File: config.mk
export PLATFORM = sky130hd
export DESIGN_NAME = operand_fetch_arbiter
export DESIGN_NICKNAME = d
export VERILOG_FILES = /design/src/rtl/ofa_pkg.sv /design/src/rtl/rr_arbiter.sv /design/src/rtl/operand_fetch_arbiter.sv
export SDC_FILE = /design/constraint.sdc
export NUM_CORES = 1
export LEC_CHECK = 0
export ABC_AREA = 1
export ABC_CLOCK_PERIOD_IN_PS = 2100
export CAP_MARGIN = 20
export CORE_AREA = 5 5 101 56
export DETAILED_ROUTE_END_ITERATION = 6
export DIE_AREA = 0 0 106 61
export GPL_ROUTABILITY_DRIVEN = 0
export GPL_TIMING_DRIVEN = 0
export PLACE_DENSITY_LB_ADDON = 0.1
export SYNTH_ARGS = -nofsm -noshare
export SYNTH_HDL_FRONTEND = slang
export SYNTH_SLANG_ARGS = --single-unit
File: constraint.sdc
create_clock -name clk -period 2.1 [get_ports clk]
set_input_delay 0.42 -clock clk [delete_from_list [all_inputs] [get_ports clk]]
set_output_delay 0.42 -clock clk [all_outputs]
set_load 0.02 [all_outputs]
File: src/rtl/ofa_pkg.sv
// Shared definitions for the operand fetch arbiter: FSM state
// encodings and default widths.
package ofa_pkg;

    localparam int OFA_N_REQ  = 3;
    localparam int OFA_DATA_W = 16;
    localparam int OFA_ADDR_W = 3;

    typedef enum logic [1:0] {
        IDLE = 2'd0,
        READ = 2'd1,
        HOLD = 2'd2
    } ofa_state_e;

endpackage

File: src/rtl/rr_arbiter.sv
// Combinational requester pick: one-hot grant plus encoded index.
// OFA_ROUND_ROBIN_EN: search starts at ptr; otherwise lowest index wins.
module rr_arbiter #(
    parameter int N_REQ = 3,
    parameter int ID_W  = 2
) (
    input  logic [N_REQ-1:0] req,
`ifdef OFA_ROUND_ROBIN_EN
    input  logic [ID_W-1:0]  ptr,
`endif
    output logic [N_REQ-1:0] gnt_oh,
    output logic [ID_W-1:0]  idx
);

    logic found;

    // First requesting index in priority order wins
    always_comb begin
        gnt_oh = '0;
        idx    = '0;
        found  = 1'b0;
`ifdef OFA_ROUND_ROBIN_EN
        for (int k = 0; k < N_REQ; k++) begin
            if (!found && req[(int'(ptr) + k) % N_REQ]) begin
                found = 1'b1;
                idx   = ID_W'((int'(ptr) + k) % N_REQ);
            end
        end
`else
        for (int k = 0; k < N_REQ; k++) begin
            if (!found && req[k]) begin
                found = 1'b1;
                idx   = ID_W'(k);
            end
        end
`endif
        if (found) gnt_oh[idx] = 1'b1;
    end

endmodule

File: src/rtl/operand_fetch_arbiter.sv
// Shares the register file read selects among N_REQ requesters.
// Optional OFA_ROUND_ROBIN_EN enables rotating priority.
module operand_fetch_arbiter
    import ofa_pkg::*;
#(
    parameter int N_REQ  = OFA_N_REQ,
    parameter int DATA_W = OFA_DATA_W,
    parameter int ADDR_W = OFA_ADDR_W
) (
    input  logic                      clk,
    input  logic                      rst,
    input  logic [N_REQ-1:0]          req,
    input  logic [N_REQ*ADDR_W-1:0]   req_addr0,
    input  logic [N_REQ*ADDR_W-1:0]   req_addr1,
    output logic [N_REQ-1:0]          gnt,
    output logic [ADDR_W-1:0]         sel0,
    output logic [ADDR_W-1:0]         sel1,
    input  logic [DATA_W-1:0]         rf_q0,
    input  logic [DATA_W-1:0]         rf_q1,
    output logic                      rsp_valid,
    input  logic                      rsp_ready,
    output logic [$clog2(N_REQ)-1:0]  rsp_id,
    output logic [DATA_W-1:0]         rsp_data0,
    output logic [DATA_W-1:0]         rsp_data1,
    output logic                      busy
);

    localparam int ID_W = $clog2(N_REQ);

    ofa_state_e        state_q;
    logic [N_REQ-1:0]  gnt_q;
    logic [ADDR_W-1:0] sel0_q, sel1_q;
    logic [ADDR_W-1:0] sel0_d, sel1_d;
    logic              valid_q;
    logic [ID_W-1:0]   id_q;
    logic [DATA_W-1:0] data0_q, data1_q;
    logic [N_REQ-1:0]  win_oh;
    logic [ID_W-1:0]   win_idx;

`ifdef OFA_ROUND_ROBIN_EN
    logic [ID_W-1:0]   ptr_q, ptr_d;
`endif

    rr_arbiter #(
        .N_REQ (N_REQ),
        .ID_W  (ID_W)
    ) u_arb (
        .req    (req),
`ifdef OFA_ROUND_ROBIN_EN
        .ptr    (ptr_q),
`endif
        .gnt_oh (win_oh),
        .idx    (win_idx)
    );

    // Winner's register indices and the pointer value after it is served
    always_comb begin
        sel0_d = req_addr0[int'(win_idx)*ADDR_W +: ADDR_W];
        sel1_d = req_addr1[int'(win_idx)*ADDR_W +: ADDR_W];
`ifdef OFA_ROUND_ROBIN_EN
        ptr_d  = (id_q == ID_W'(N_REQ - 1)) ? '0 : id_q + 1'b1;
`endif
    end

    // Transaction FSM: grant, one read cycle, then hold until accepted
    always_ff @(posedge clk or posedge rst) begin
        if (rst) begin
            state_q <= IDLE;
            gnt_q   <= '0;
            sel0_q  <= '0;
            sel1_q  <= '0;
            valid_q <= 1'b0;
            id_q    <= '0;
            data0_q <= '0;
            data1_q <= '0;
`ifdef OFA_ROUND_ROBIN_EN
            ptr_q   <= '0;
`endif
        end else begin
            gnt_q <= '0;
            case (state_q)
                IDLE: begin
                    if (|req) begin
                        gnt_q   <= win_oh;
                        id_q    <= win_idx;
                        sel0_q  <= sel0_d;
                        sel1_q  <= sel1_d;
                        state_q <= READ;
                    end
                end
                READ: begin
                    data0_q <= rf_q0;
                    data1_q <= rf_q1;
                    valid_q <= 1'b1;
                    state_q <= HOLD;
                end
                HOLD: begin
                    if (rsp_ready) begin
                        valid_q <= 1'b0;
`ifdef OFA_ROUND_ROBIN_EN
                        ptr_q   <= ptr_d;
`endif
                        state_q <= IDLE;
                    end
                end
                default: state_q <= IDLE;
            endcase
        end
    end

    assign gnt       = gnt_q;
    assign sel0      = sel0_q;
    assign sel1      = sel1_q;
    assign rsp_valid = valid_q;
    assign rsp_id    = id_q;
    assign rsp_data0 = data0_q;
    assign rsp_data1 = data1_q;
    assign busy      = (state_q != IDLE);

endmodule

==> PnR_summary.wiki, run 1 <==
{| class="wikitable"
! Metric !! Value
|-
| Total detailed-routing wirelength || 5.08 mm
|-
| Count of buffering cells on the critical path with inverters included || 1
|-
| Highest fanout seen on the critical path || 2
|-
| Average via count per standard cell || 4.35
|-
| Mapped Avg Cell Area || 8.39 sq um
|-
| Uppermost layer routed || met4
|-
| Die Area || 6470 sq um
|-
| Final hold violation count || 0
|-
| Asr flop ratio synth || 1.00
|-
| Post-detailed-route wirelength per cell || 12.9 um
|-
| Post-synthesis instance total || 225
|-
| Share of post-route cells with drive strength above 1 || 0.0778
|-
| Type of the setup path with the least slack || reg2out
|-
| All-Layer GR Usage || 0.169
|-
| Post-layout instance count excluding filler cells || 394
|-
| Port Buffer Count || 100
|-
| Number of standard-cell rows in the floorplan || 18
|-
| Number of H-tree levels || 2
|-
| Worst slew pin tran || 0.381 ns
|-
| Clock tree root buffer cell || clkbuf_8
|-
| # fillers || 424
|-
| Number of synthesized register bits || 46
|-
| Count of warnings emitted by yosys || 0
|-
| Post-cts hold buffer count || 0
|-
| Largest cells by area after synthesis || dfrtp_1 (61%), nand2_1 (26%), nor2_1 (3.2%)
|-
| TritonCTS clock tree || done
|-
| Post-Synthesis Net Count || 281
|-
| Layout net count || 389
|-
| Most common library cells after synthesis || nand2_1 (129), dfrtp_1 (46), nor2_1 (16)
|-
| Mapped Area || 1890 sq um
|-
| Core footprint || 4680 sq um
|-
| CP Launch Type || flip-flop
|-
| P per Cell Area || 1470 nW/um^2
|-
| Peak clock frequency supported by timing || 584 MHz
|-
| Highest-delay cell along the critical path || clkdlybuf4s50_1
|-
| Number of global-route vias before repair || 1714
|-
| Run status || finished clean
|-
| Number of sinks driven by the clock tree || 46
|-
| Number of unique standard cell types used by synthesis || 13
|-
| Maximum resistive drop on vdd || 0.801 mV
|-
| Max-cap violations || 0
|-
| Static leakage || 1.54 nW
|-
| CP endpoint kind || output pin
|-
| Proportion of netlist area held by the largest area contributor || 0.610
|-
| Hold Path Class || in2async
|-
| DRT antenna net count || 0
|-
| Max-slew violation count || 0
|-
| First DRT Iteration DRCs || 60
|-
| Number of cells after detailed placement || 386
|-
| Total met3 wirelength after detailed routing || 487 um
|-
| Pin count of the biggest net entering global routing || 31
|-
| Ratio of final minimum period to clock period || 0.816
|-
| Placed wire-length estimate || 4.05 mm
|-
| Number of I/O pins || 101
|-
| Antenna cells || 0
|-
| Dominant cell type by area after synthesis || dfrtp_1
|-
| Clock network latency to the later pin of the worst-skew pair || 0.29 ns
|-
| Initial core utilization || 0.403
|-
| Sequential share of the synthesized area || 0.610
|-
| Total length of routed met2 wires || 1.97 mm
|-
| Final setup violation count || 0
|-
| Die extent in x || 106 um
|-
| Post-synth EDFFs || 0
|-
| Origin of the critical flop-to-flop path || state_q[1]
|-
| Relative area change from synthesis to final layout || 63.9%
|-
| Crit path largest cell delay || 0.63 ns
|-
| Count leader, synth || nand2_1
|-
| Final core occ || 0.660
|-
| Vias || 1714
|-
| RSZ-0062 raised after global routing || false
|-
| Antenna violations before repair || 0
|-
| Routed length on met1 || 2.59 mm
|-
| Worst slew margin relative to its limit || 0.745
|-
| Overall power consumption || 4.53 mW
|-
| Setup slack of the worst register-to-register path || 0.85 ns
|-
| Critical Path AT || 1.29 ns
|-
| Die Y || 61 um
|-
| Max Root-Sink Buffers || 2
|-
| CP startpoint || rsp_data0[10]
|-
| Worst clock skew || 0.00783 ns
|-
| Minimum period implied by the final worst setup slack || 1.71 ns
|-
| Series of cell instances along the critical path || clkdlybuf4s50_1
|-
| Data required time at the worst endpoint || 1.68 ns
|-
| Cell family with the largest share of critical-path delay || buffers and inverters
|-
| Number of search-and-repair iterations in the first detailed-routing pass || 4
|-
| Clock-pin transition on the worst setup and hold timing paths || 0.08 ns
|-
| Overflow after GRT || 0
|-
| Num CTS Buffers || 5
|-
| Most used flip-flop cell after synthesis || dfrtp_1
|-
| Wire length of the first global-routing pass || 8.34 mm
|-
| Remaining routing DRC violations || 0
|}
-- cell usage in the layout, fill, tap and decap left out, drive strengths merged --
master and count:
nand3 7, nand2 133, clkdlybuf4s50 99, dfrtp 46
inv 9, bufinv 1, nor2 18, clkbuf 7
dlymetal6s2s 1, o21ai 4, buf 9
-- sequential cells by signal, indices dropped and copies added, names as in the netlist --
| signal | flops |
|---|---|
| sel0 | 3 |
| rsp_id | 2 |
| rsp_valid | 1 |
| sel1 | 3 |
| rsp_data0 | 16 |
| state_q | 2 |
| gnt | 3 |
| rsp_data1 | 16 |
-- cell type report --
cell class | instances | area (sq um) | share of cell area
repair buffers | 101 | 1020 | 0.331
plain buffers | 8 | 52.6 | 0.0170
inverters | 9 | 33.8 | 0.0109
multi-input cells | 162 | 649 | 0.210
flip-flops and latches | 46 | 1150 | 0.372
clock buffers | 7 | 76.3 | 0.0247
well taps | 60 | 75.1 | 0.0243
clock inverters | 1 | 30.0 | 0.00971
-- power breakdown --
part	switching [mW]	internal, mW	leakage, nW	total, mW
combinational	1.31	1.07	0.914	2.37
sequential	0.215	1.30	0.570	1.52
clock	0.286	0.356	0.0524	0.642
-- through the flow --
| step | TNS (ns) | cell area [sq um] | hold WS, ns | worst slack (ns) |
|---|---|---|---|---|
| after detailed placement | 0 | 2980 | 0.457 | 0.357 |
| final | 0 | 3090 | 0.420 | 0.387 |
| after global placement | -14.41 | 2960 | 0.452 | -0.317 |
| after CTS | 0 | 3090 | 0.429 | 0.0520 |
| after global routing | 0 | 3090 | 0.460 | 0.307 |
| after floorplan | 0 | 1890 | 0.527 | 0.592 |
-- worst paths after layout --
check | to | cells after the start
setup / recovery | rsp_data0[10] | 1
hold / removal | rsp_data0[2] | 2
setup reg to reg | sel0[0] | 5
hold reg to reg | rsp_data0[14] | 2
max in group asynchronous | sel1[2] | 3
min in group clk | rsp_data0[14] | 2
-- cells by family (layout without fill, tap and decap cells) --
family                 after synthesis  after routing  synth area share
AO/OA/AOI/OAI                        4              4            0.0146
buffers and inverters               17            126            0.0458
AND/OR/NAND/NOR                    158            158             0.330
flip-flops                          46             46             0.610
-- per-layer routing --
metal	vias to the layer above	global-route usage
li1	889	-
met1	765	0.243
met2	55	0.232
met3	5	0.0744
met4	0	0.0443
met5	-	0
-- timing repair --
item | CTS | global route
endpoints found under the setup margin | 0 | 1
resized for setup | 0 | 1
setup buffers | 0 | 0
(Power assumes the default switching activity.)
==> run 2: changes to the inputs <==
Settings changed: ABC_CLOCK_PERIOD_IN_PS 2100 to 1790, CORE_AREA 5 5 101 56 to 5 5 105 58, DIE_AREA 0 0 106 61 to 0 0 110 63.
Clock period 2.1 ns to 1.79 ns, I/O delays scaled along.
==> run 2 against run 1 <==
Net effect:
- sequential power increased by 16%
- core utilization is 6.1 points lower
- critical endpoint is now busy
- final cell count rose by 3.3%
- wire length hardly changed
==> PnR_summary.wiki, run 2 (same netlist as run 1, synthesis figures left out) <==
{| class="wikitable"
! Metric !! Value
|-
| Max-cap violations || 0
|-
| Minimum period implied by the final worst setup slack || 1.71 ns
|-
| Share of post-route cells with drive strength above 1 || 0.0808
|-
| Hold Worst Slack || 0.290 ns
|-
| Clock tree root buffer cell || clkbuf_8
|-
| Port Buffer Count || 100
|-
| Hold Path Class || in2async
|-
| Total placed instance area || 3000 sq um
|-
| Static leakage || 1.53 nW
|-
| Total non-filler cell area in the finished layout || 3090 sq um
|-
| Number of global-route vias before repair || 1732
|-
| Post-detailed-route wirelength per cell || 12.5 um
|-
| Final setup violation count || 0
|-
| Post-cts hold buffer count || 0
|-
| Number of cells after detailed placement || 399
|-
| Pin count of the biggest net entering global routing || 39
|-
| Relative area change from synthesis to final layout || 63.7%
|-
| Count of buffering cells on the critical path with inverters included || 2
|-
| Highest fanout seen on the critical path || 4
|-
| Antenna cells || 0
|-
| Number of H-tree levels || 2
|-
| Crit. path cell count || 3
|-
| Ratio of final minimum period to clock period || 0.954
|-
| Average via count per standard cell || 4.25
|-
| Depth of the most critical reg-to-reg path || 5
|-
| Number of sinks driven by the clock tree || 46
|-
| CP endpoint kind || output pin
|-
| RSZ-0062 raised after global routing || false
|-
| R2R Path End || sel0[1]
|-
| Number of I/O pins || 101
|-
| Die Area || 6930 sq um
|-
| Antenna violations before repair || 0
|-
| Data required time at the worst endpoint || 1.43 ns
|-
| Origin of the critical flop-to-flop path || state_q[1]
|-
| Maximum resistive drop on vdd || 0.880 mV
|-
| Final hold violation count || 0
|-
| Clock power frac || 0.123
|-
| Total detailed-routing wirelength || 5.07 mm
|-
| Post-layout instance count excluding filler cells || 407
|-
| Proportion of power drawn by flip-flops and latches || 0.340
|-
| Peak clock frequency supported by timing || 586 MHz
|-
| Portion of total power attributed to combinational logic || 0.536
|-
| Cell family with the largest share of critical-path delay || flip-flops
|-
| All-Layer GR Usage || 0.155
|-
| First DRT Iteration DRCs || 69
|-
| Wire length of the first global-routing pass || 8.30 mm
|-
| Switching Fraction || 0.407
|-
| DRT antenna net count || 0
|-
| Critical Path AT || 1.35 ns
|-
| Num CTS Buffers || 5
|-
| Most frequent cells in the layout || nand2_1 (129), clkdlybuf4s50_1 (99), dfrtp_1 (46), nor2_1 (16), nand3_1 (7)
|-
| Max Root-Sink Buffers || 2
|-
| Number of standard-cell rows in the floorplan || 19
|-
| Core footprint || 5160 sq um
|-
| Internal power contribution || 3.08 mW
|-
| Overflow after GRT || 0
|-
| Placed wire-length estimate || 3.97 mm
|-
| Run status || finished clean
|-
| Worst clock skew || 0.00434 ns
|-
| Final core occ || 0.599
|-
| Number of search-and-repair iterations in the first detailed-routing pass || 4
|-
| Worst slew pin tran || 0.263 ns
|-
| Max-slew violation count || 0
|-
| P per Cell Area || 1680 nW/um^2
|-
| TritonCTS clock tree || done
|-
| Switching power summed over all nets || 2.12 mW
|-
| Layout net count || 389
|-
| Die extent in x || 110 um
|-
| Most common cell after layout, fill and taps aside || nand2_1
|-
| Clock-pin transition on the worst setup and hold timing paths || 0.08 ns
|-
| CP Launch Type || flip-flop
|-
| Crit path largest cell delay || 0.44 ns
|-
| Setup slack of the worst register-to-register path || 0.59 ns
|-
| Initial core utilization || 0.366
|-
| Type of the setup path with the least slack || reg2out
|-
| Clock network latency to the later pin of the worst-skew pair || 0.29 ns
|-
| Series of cell instances along the critical path || nor2_1, inv_1, dlygate4sd2_1
|-
| Remaining routing DRC violations || 0
|-
| Worst slew margin relative to its limit || 0.824
|-
| Die Y || 63 um
|-
| Highest-delay cell along the critical path || dfrtp_1
|-
| Vias || 1728
|}
## run 2: area by class of cell
type                    count  area, sq um
plain buffers               8         52.6
clock buffers               7         86.3
clock inverters             1         5.00
fillers                   476         2070
inverters                   9         33.8
multi-input cells         162          649
flip-flops and latches     46         1150
well taps                  73         91.3
repair buffers            101         1020
## run 2: what timing repair did
item	4_1_cts	5_1_grt
setup endpoints to repair	1	0
buffers inserted	0	0
gates resized for setup	1	0
## run 2: per-stage QoR
| stage | power, mW | setup TNS, ns | setup slack, ns |
|---|---|---|---|
| finish | 5.20 | 0 | 0.0832 |
| global route | 5.63 | 0 | 0.00268 |
| CTS | 5.30 | 0 | 0.0606 |
| detailed placement | 4.64 | 0 | 0.110 |
| global placement | 4.58 | -27.18 | -0.594 |
| floorplan | 3.26 | 0 | 0.344 |
## run 2: layer usage
metal  wire length (um)  share of wire  vias to the layer above  track usage
met2               1960           0.39                       56        0.218
met3                516           0.10                        5       0.0681
li1                   -              -                      892            -
met1               2540           0.50                      775        0.216
met5                  0              0                        -            0
met4                 48         0.0095                        0       0.0373
## run 2: power by group through the flow
stage / Combinational [mW] / Sequential, mW / Clock [mW]
2_1_floorplan: 0.904 / 2.36 / 0
3_3_place_gp: 2.80 / 1.78 / 0
3_5_place_dp: 2.84 / 1.79 / 0
4_1_cts: 2.85 / 1.77 / 0.676
5_1_grt: 3.07 / 1.84 / 0.723
6_report: 2.79 / 1.77 / 0.642
## run 2: how the worst max path moves through the flow
stage / endpoint / start
floorplan: gnt[0] / rst
global placement: rsp_data1[3] / rst
detailed placement: sel1[2] / req[0]
CTS: busy / state_q[1]
global route: busy / state_q[1]
finish: busy / state_q[1]
